**src/rtl/ubs_count_p.sv**
```systemverilog
// rtl/ubs_count_p.sv - parallel unary bit-stream counter, p bits per beat
// Accumulates the popcount of 2^width/p beats per frame and presents the total with a one-cycle valid.

module ubs_count_p #(
   parameter int width = 5,
   parameter int p     = 2
) (
   input  logic             clk,
   input  logic             rst,
   input  logic             start,
   input  logic             in_valid,
   input  logic [p-1:0]     un_data,
   output logic             busy,
   output logic             out_valid,
   output logic [width:0]   count_out
);

   localparam int BEATS = (2 ** width) / p;
   localparam logic [width-1:0] LAST_BEAT = width'(BEATS - 1);

   typedef enum logic {IDLE, ACC} state_t;

   state_t           state, state_n;
   logic [width:0]   acc, acc_n;
   logic [width-1:0] beat, beat_n;
   logic [width:0]   count_n;
   logic             out_valid_n;
   logic [width:0]   pop;

   always_comb begin
      pop = '0;
      for (int i = 0; i < p; i++) begin
         pop = pop + {{width{1'b0}}, un_data[i]};
      end
   end

   always_ff @(posedge clk or negedge rst) begin
      if (!rst) begin
         state     <= IDLE;
         acc       <= '0;
         beat      <= '0;
         count_out <= '0;
         out_valid <= 1'b0;
      end else begin
         state     <= state_n;
         acc       <= acc_n;
         beat      <= beat_n;
         count_out <= count_n;
         out_valid <= out_valid_n;
      end
   end

   // start always wins: in IDLE it opens a frame, in ACC it discards the current beat and restarts
   always_comb begin
      state_n     = state;
      acc_n       = acc;
      beat_n      = beat;
      count_n     = count_out;
      out_valid_n = 1'b0;
      case (state)
         IDLE: begin
            if (start) begin
               state_n = ACC;
               acc_n   = '0;
               beat_n  = '0;
            end
         end
         ACC: begin
            if (start) begin
               acc_n  = '0;
               beat_n = '0;
            end else if (in_valid) begin
               if (beat == LAST_BEAT) begin
                  count_n     = acc + pop;
                  out_valid_n = 1'b1;
                  state_n     = IDLE;
                  acc_n       = '0;
                  beat_n      = '0;
               end else begin
                  acc_n  = acc + pop;
                  beat_n = beat + 1'b1;
               end
            end
         end
         default: state_n = IDLE;
      endcase
   end

   assign busy = (state == ACC);

endmodule

```
**config.mk**
```make
export PLATFORM = sky130hd
export DESIGN_NAME = ubs_count_p
export DESIGN_NICKNAME = d
export VERILOG_FILES = /design/src/rtl/ubs_count_p.sv
export SDC_FILE = /design/constraint.sdc
export NUM_CORES = 1
export LEC_CHECK = 0
export BUFFER_PORTS_ARGS = -buffer_cell sky130_fd_sc_hd__buf_4
export CAP_MARGIN = 20
export CORE_MARGIN = 1.5
export CORE_UTILIZATION = 54
export DETAILED_ROUTE_END_ITERATION = 12
export PLACE_DENSITY = 0.76
export REMOVE_ABC_BUFFERS = 1
export SLEW_MARGIN = 20
export SYNTH_ARGS = -nofsm -noshare
export SYNTH_HDL_FRONTEND = slang
export SYNTH_SLANG_ARGS = --single-unit
```
**constraint.sdc**
```tcl
create_clock -name clk -period 2.2 [get_ports clk]
set_clock_uncertainty 0.1 [all_clocks]
set_input_delay 0.22 -clock clk [delete_from_list [all_inputs] [get_ports clk]]
set_output_delay 0.22 -clock clk [all_outputs]
set_load 0.02 [all_outputs]
```
**After elaboration in Yosys (flattened, before gate mapping)**

Index checks and enable logic that the tools add are counted.

- Input bits: 6
- Word-level logic and storage cells: 34
- Register bits after elaboration: 19
- Output and inout port bits: 8

- Bitwise logic cells: 2
- Mux-type cells: 19
- $add $sub $neg: 3
- Reduce and logical (&&, ||, !) cells: 2
- Equality and inequality tests: 3

Operators by type and width:

| cell | number |
|---|---|
| two-way mux 6 bit | 4 |
| two-way mux 5 bit | 4 |
| one-hot mux 6 bit (2 select lines) | 1 |
| one-hot mux 5 bit (2 select lines) | 1 |
| two-way mux 1 bit | 8 |
| adder 6 x 2 -> 6 bit | 1 |
| adder 5 x 1 -> 5 bit (second input constant) | 1 |
| equality test 5 x 4 -> 1 bit (second input constant) | 1 |
| AND reduction 4 bit | 1 |
| inequality test 3 bit (second input constant) | 1 |
| adder 1 x 1 -> 2 bit | 1 |
| inequality test 2 bit (second input constant) | 1 |
| NOT 1 bit | 2 |
| one-hot mux 1 bit (2 select lines) | 1 |
| AND reduction 2 bit | 1 |

**Logic depth before layout (Yosys ltp)**

Gate-level depths: netlist (run 1).

- Word-level depth: 6
- Gate-level depth with buffers: 5
- Gate-level depth less buffers: 5

**Worst setup path before layout (run 1)**

OpenSTA, ideal clock, no wires.

- Path kind: reg2reg
- From: reg beat[0]
- To: reg acc[3]
- Clock period less this slack: 1.678 ns
- Data arrival time: 1.495 ns
- Buffers on the path: 1
- Cell stages (with the launch flop): 6
- Data required time: 2.017 ns
- Library setup time: 0.083 ns
- Slack: 0.522 ns
- Cells stage by stage: dfrtp_1 ha_1 and4b_1 clkbuf_2 or4_1 o21ai_0

- Longest elaborated chain between the ends: 5

RTL lines:

| what | RTL line | source |
|---|---|---|
| start, declared | 25 | `logic [width-1:0] beat, beat_n;` |
| start signal, assigned | 47 | `beat <= beat_n;` |
| equality test 5 x 4 -> 1 bit | 73 | `if (beat == LAST_BEAT) begin` |
| two-way mux 6 bit | 73 |  |
| two-way mux 6 bit | 72 | `end else if (in_valid) begin` |
| two-way mux 6 bit | 69 | `if (start) begin` |
| one-hot mux 6 bit (2 select lines) | 60 | `case (state)` |
| end signal, assigned | 46 | `acc <= acc_n;` |
| end, declared | 24 | `logic [width:0] acc, acc_n;` |

No other way between the ends. The select of a mux whose other input is x is not followed.
A chain may end at the register's enable or synchronous reset.

**Final worst setup path (run 1)**

- From: reg acc[0]
- To: reg acc[4]

- Longest elaborated chain between the ends: 5

RTL lines:

| what | RTL line | source |
|---|---|---|
| adder 6 x 2 -> 6 bit | 80 | `acc_n = acc + pop;` |
| two-way mux 6 bit | 73 |  |
| two-way mux 6 bit | 72 |  |
| two-way mux 6 bit | 69 |  |
| one-hot mux 6 bit (2 select lines) | 60 |  |

No other way between the ends. The select of a mux whose other input is x is not followed.

==> flow_summary.ini, run 1 <==
[clocking]
cts_htree_levels = 1
clock_tree.root_cell = clkbuf_4
postCtsHoldBufs = 1
ctsResizeCount = 0
cts_post_setup_buffers_inserted = 0
clk-insertion-delay-late_ns = 0.30
clock_tree.buffer_depth = 2
clk_pin_slew_worst_paths_ns = 0.11
cts_tree = done
clock_sinks = 19
numCtsBuffers = 3

[global_route]
globalRouteTotalUtil_pct = 21.4
globalRoute.totalOverflow = 0
number_of_antenna_violations_at_the_first_check_in_global_routing = 0
grt_max_degree = 20
via_count_of_the_first_global_routing_pass = 665
global_route_wire_length_before_repair_mm = 3.13

[final_layout]
final_design_area_no_fill_sq_um = 1120
finalNonFillerCells = 128
final_net_count = 113
diodes_inserted = 0
final_layout_size_suffix_gt1_share_pct = 24.3
syn2layout_area_growth_pct = 15.1
mostFrequentLayoutCells = dfrtp_1, buf_4, nand2_1, nand3_1, a21oi_1
most_common_library_cell_in_the_layout_ignoring_fill_and_taps = dfrtp_1

[routing]
drc_violations_left = 0
via_count = 743
first_pass_iters = 4
average_detailed_routed_wire_length_per_instance_um = 15.1
antenna_left = 0
routed_via_density = 5.80
finalWirelength_mm = 1.93
drt_iter0_drc = 11

[yosys]
xor_xnor_share_of_the_synthesized_area_pct = 2.70
post_synth_mux_area_share_pct = 4.62
synthesis.area_per_instance_sq_um = 10.8
ys_ff_latch = 19
netlist_instances = 90
ys_seq_area_share_pct = 48.8
synthesis.yosys.warnings = 0
synth_compound_gate_area_share_pct = 13.7
synth_top_family_by_area = simple AND/OR/NAND/NOR gates
mappedNetlistArea_sq_um = 975
synth-simple-area-share_pct = 22.5
yosysUniqueCellTypes = 37
synth-adder-area-share_pct = 4.62

[power_and_ir_drop]
switching_power_w = 0.000154
power.density_cell_area_nw_per_um2 = 535
p_seq_share_pct = 60.5
clock_power_share_pct = 29.9
power.switching_fraction_pct = 25.7
irDropWorstVdd_mv = 0.390
internal_power_w = 0.000446
combPwrFrac_pct = 9.7
p_leak_nw = 0.543

[worst_setup_path]
r2r_start = acc[0]$_DFFE_PN0P_
critical_path.endpoint_type = flip-flop
r2r_path_end = acc[4]$_DFFE_PN0P_
worst_setup_path_start_kind = flip-flop
worst_r2r_path_depth = 5
worst_path_dominant_cell_family = adder cells
worst_ep_arrival_time_ns = 1.92
crit_path_top_delay_cell = fa_1
worst-r2r-setup-slack_ns = 0.38
timing.critical_path.buf_inv = 0
critical_path.max_fanout = 4
path_class = flip-flop to flip-flop
cp_data_required_time_ns = 2.30
slowest_delay_ns = 0.44
path_cells = fa_1, ha_1, nand3_1, xnor2_1, a32o_1

[timing]
slew_headroom_pct = 78.1
worstMarginPinSlew_ns = 0.327
fin_crit_ns = 1.82
unrepaired_setup_endpoints_after_global_routing = no
fin_crit_sh_pct = 82.6
setup_viol = 0
fin_tns_setup_ns = 0
final-hold-violation-count = 0
slew_viol_final = 0
clock.fmax_mhz = 550

[flow_run]
timing.max_cap.violations = 0

[placed_design]
post-dp-hpwl_mm = 1.36
placed_cell_area_sq_um = 1080
post-place-cells = 123
io_buffers = 13
gp_routability_congestion = 0.908

[min_path]
hold_start = start
hold-path-cell-count = 2
hold_end = beat[1]$_DFFE_PN0P_
min-delay-path-class = primary input to flip-flop

[floorplan]
start_util_pct = 57.1
placement_rows = 15
die_width_um = 45.5
dieArea_sq_um = 2070
io_pins = 14
chipHeight_um = 45.5
coreArea_sq_um = 1710

[status]
outcome = finished clean
-- worst max path at each step --
stage / slack, ns / from / cells past startpoint / end
6_report: 0.38 / acc[0]$_DFFE_PN0P_ / 5 / acc[4]$_DFFE_PN0P_
5_1_grt: 0.24 / beat[0]$_DFFE_PN0P_ / 4 / count_out[4]$_DFFE_PN0P_
4_1_cts: 0.37 / beat[0]$_DFFE_PN0P_ / 4 / count_out[1]$_DFFE_PN0P_
3_5_place_dp: 0.39 / beat[0]$_DFFE_PN0P_ / 4 / count_out[1]$_DFFE_PN0P_
3_3_place_gp: 0.42 / un_data[0] / 6 / acc[4]$_DFFE_PN0P_
2_1_floorplan: 0.54 / acc[0]$_DFFE_PN0P_ / 5 / count_out[4]$_DFFE_PN0P_
-- layout make-up --
class	instances	area, sq um
Inverter	1	3.75
Clock inverter	1	5.00
Fill cell	154	586
Timing Repair Buffer	15	115
Clock buffer	3	22.5
Sequential cell	19	475
Tap cell	25	31.3
Multi-Input combinational cell	64	469
-- cell usage after synthesis, drive strengths merged --
cell / number / area, sq um
clkbuf: 3 / 12.5
a41oi: 1 / 8.76
a31oi: 1 / 6.26
o221ai: 1 / 8.76
buf: 3 / 13.8
a2bb2oi: 1 / 8.76
a21o: 1 / 7.51
nor2: 3 / 11.3
nor2b: 2 / 12.5
a32o: 2 / 20.0
nand3: 8 / 40.0
or4: 1 / 7.51
o41ai: 1 / 8.76
xnor2: 1 / 8.76
mux2: 4 / 45.0
ha: 2 / 25.0
o311a: 1 / 11.3
nand2b: 1 / 6.26
and3b: 1 / 8.76
and2: 1 / 6.26
and4b: 1 / 10.0
a21oi: 6 / 30.0
nor3: 1 / 16.3
inv: 1 / 3.75
or3: 2 / 12.5
nand4: 1 / 6.26
xor2: 2 / 17.5
dfrtp: 19 / 475
a311oi: 1 / 8.76
nor3b: 2 / 15.0
o21ai: 3 / 15.0
nand2: 9 / 33.8
fa: 1 / 20.0
nand4b: 2 / 32.5
-- kinds of logic after synthesis --
| group | count (synthesis) |
|---|---|
| adders and majority gates | 3 |
| buffers and inverters | 7 |
| AOI/OAI and AO/OA | 19 |
| DFF | 19 |
| muxes | 4 |
| xor gates and xnor gates | 3 |
| and+or+nand+nor | 35 |
-- routing by layer --
| layer | share of wire (%) | vias to the layer above | track usage (%) |
|---|---|---|---|
| li1 | - | 361 | - |
| met2 | 47 | 12 | 31.5 |
| met5 | 0 | - | 0 |
| met4 | 2.1 | 0 | 10.6 |
| met3 | 2.7 | 5 | 2.78 |
| met1 | 48 | 365 | 30.9 |
-- state kept, by name, indices dropped and copies added, names as in the netlist --
register   count
acc            6
beat           5
busy           1
count_out      6
out_valid      1
-- power by group through the flow --
stage / sequential, W / clock, W / combinational [W]
after floorplan: 0.000368 / 0 / 0.0000256
after global placement: 0.000369 / 0 / 0.0000537
after detailed placement: 0.000370 / 0 / 0.0000566
after CTS: 0.000363 / 0.000186 / 0.0000583
after global routing: 0.000365 / 0.000194 / 0.0000636
final: 0.000363 / 0.000179 / 0.0000580
-- metrics by stage --
stage               hold WS, ns  total power, W  utilization (%)  setup slack, ns
floorplan                -0.176        0.000394                -            0.543
global placement        0.00495        0.000423             63.5            0.420
detailed placement      0.00802        0.000427             63.5            0.388
CTS                       0.110        0.000607             65.7            0.371
global route              0.122        0.000623             65.7            0.241
finish                    0.119        0.000600             65.7            0.382
Power figures use the tool's default switching activity.
==> inputs of run 2 (changes only) <==
==> constraint.sdc (replaced) <==
create_clock -name clk -period 1.7 [get_ports clk]
set_clock_uncertainty 0.1 [all_clocks]
set_input_delay 0.17 -clock clk [delete_from_list [all_inputs] [get_ports clk]]
set_output_delay 0.17 -clock clk [all_outputs]
set_load 0.02 [all_outputs]
==> flow_summary.ini, run 2 (same netlist as run 1, synthesis figures left out) <==
[worst_setup_path]
worst_setup_path_start_kind = flip-flop
r2r_path_end = acc[3]$_DFFE_PN0P_
worst_ep_arrival_time_ns = 1.78
worst_r2r_path_depth = 4
timing.critical_path.buf_inv = 0
worst_path_dominant_cell_family = simple AND/OR/NAND/NOR gates
r2r_start = beat[0]$_DFFE_PN0P_
worst-r2r-setup-slack_ns = 0.06
setup.worst_path.end = acc[3]$_DFFE_PN0P_
path_cells = ha_1, and4b_1, or4_1, o21ai_0
slowest_delay_ns = 0.50
path_class = flip-flop to flip-flop
crit_path_top_delay_cell = or4_1
critical_path.endpoint_type = flip-flop
timing.critical_path.from = beat[0]$_DFFE_PN0P_
cp_data_required_time_ns = 1.84
critical_path.max_fanout = 4
cp.depth = 4

[routing]
antenna_left = 0
drc_violations_left = 0
first_pass_iters = 4
routed_via_density = 5.63
average_detailed_routed_wire_length_per_instance_um = 14.2
finalWirelength_mm = 1.96
via_count = 777
drt_iter0_drc = 26

[floorplan]
io_pins = 14
placement_rows = 15
chipHeight_um = 45.5
coreArea_sq_um = 1710
start_util_pct = 57.1
dieArea_sq_um = 2070
die_width_um = 45.5

[final_layout]
diodes_inserted = 0
final_core_util_pct = 70.8
syn2layout_area_growth_pct = 24.1
final_design_area_no_fill_sq_um = 1210
final_layout_size_suffix_gt1_share_pct = 33.6
mostFrequentLayoutCells = buf_4, dfrtp_1, nand2_1, nand3_1, a21oi_1
finalNonFillerCells = 138
final_net_count = 123
layout_top_registers = acc: 6 flops, count_out: 6 flops, beat: 5 flops
most_common_library_cell_in_the_layout_ignoring_fill_and_taps = buf_4

[timing]
fin_crit_sh_pct = 96.4
whs_ns = 0.0507
slew_headroom_pct = 81.6
slew_viol_final = 0
unrepaired_setup_endpoints_after_global_routing = no
clock.fmax_mhz = 610
setup_viol = 0
final-hold-violation-count = 0
fin_tns_setup_ns = 0
worstMarginPinSlew_ns = 0.277
fin_crit_ns = 1.64

[power_and_ir_drop]
irDropWorstVdd_mv = 0.501
power.density_cell_area_nw_per_um2 = 651
p_leak_nw = 0.596

[global_route]
globalRoute.totalOverflow = 0
grt_max_degree = 20
number_of_antenna_violations_at_the_first_check_in_global_routing = 0
via_count_of_the_first_global_routing_pass = 673
globalRouteTotalUtil_pct = 21.1
global_route_wire_length_before_repair_mm = 3.04

[placed_design]
io_buffers = 13
post-dp-hpwl_mm = 1.32
gp_routability_congestion = 0.859
placed_cell_area_sq_um = 1140
post-place-cells = 130

[min_path]
min-delay-path-class = primary input to flip-flop
hold-path-cell-count = 2

[clocking]
clock_sinks = 19
clk_pin_slew_worst_paths_ns = 0.11
clock_tree.buffer_depth = 2
clock_tree.root_cell = clkbuf_4
clk-insertion-delay-late_ns = 0.31
numCtsBuffers = 3
cts_htree_levels = 1
cts_tree = done

[flow_run]
timing.max_cap.violations = 0

[status]
outcome = finished clean
-- run 2: changes by cell type in the layout (fill, tap and decap cells not counted) --
cell,previous run,this run
buf_4,14,24
fa_1,1,0
fa_2,0,1
ha_1,2,1
ha_2,0,1
o41ai_1,1,0
o41ai_2,0,1
-- run 2: layout make-up --
cell class / instances / area (sq um)
clock buffer: 3 / 22.5
clock inverter: 1 / 5.00
fill: 134 / 498
inverter: 1 / 3.75
multi-input combinational: 64 / 482
sequential: 19 / 475
tap: 25 / 31.3
timing repair buffer: 25 / 190
-- run 2: what timing repair did --
action / 4_1_cts / 5_1_grt
endpoints found under the hold margin: 19 / 0
cloned: 0 / 0
endpoints found under the setup margin: 1 / 7
gates resized for setup: 1 / 2
buffers inserted: 0 / 3
pin swaps: 0 / 1
hold buffers: 1 / 0
-- run 2: worst min path at each step --
stage,to,slack (ns),startpoint
2_1_floorplan,acc[0]$_DFFE_PN0P_,-0.23,rst
3_3_place_gp,beat[2]$_DFFE_PN0P_,-0.04,rst
3_5_place_dp,beat[2]$_DFFE_PN0P_,-0.04,rst
4_1_cts,beat[0]$_DFFE_PN0P_,0.05,start
5_1_grt,beat[1]$_DFFE_PN0P_,0.06,start
6_report,beat[1]$_DFFE_PN0P_,0.05,start
-- run 2: through the flow --
step / power [W] / worst slack [ns]
final: 0.000788 / 0.0614
after global routing: 0.000821 / 0.00345
after CTS: 0.000791 / 0.00207
after detailed placement: 0.000555 / 0.0173
after global placement: 0.000553 / 0.0348
after floorplan: 0.000509 / 0.0428
-- run 2: routing by layer --
layer,global-route usage (%),routed length [um],vias up
met5,0,0,-
li1,-,-,383
met3,5.95,127,4
met1,28.2,877,360
met2,31.3,915,30
met4,10.0,38,0
-- run 2: worst reg2reg max path: stages, from the launching register on --
cell and delay (ns):
dfrtp_1 0.40, ha_1 0.26, and4b_1 0.24, or4_1 0.50
o21ai_0 0.08
-- run 2: report_power, final --
part / total [W] / leakage (nW) / switching [W] / internal, W
registers: 0.000468 / 0.258 / 0.00000817 / 0.000460
logic: 0.0000849 / 0.320 / 0.0000467 / 0.0000383
clock network: 0.000235 / 0.0177 / 0.000147 / 0.0000880
total: 0.000788 / 0.596 / 0.000202 / 0.000586
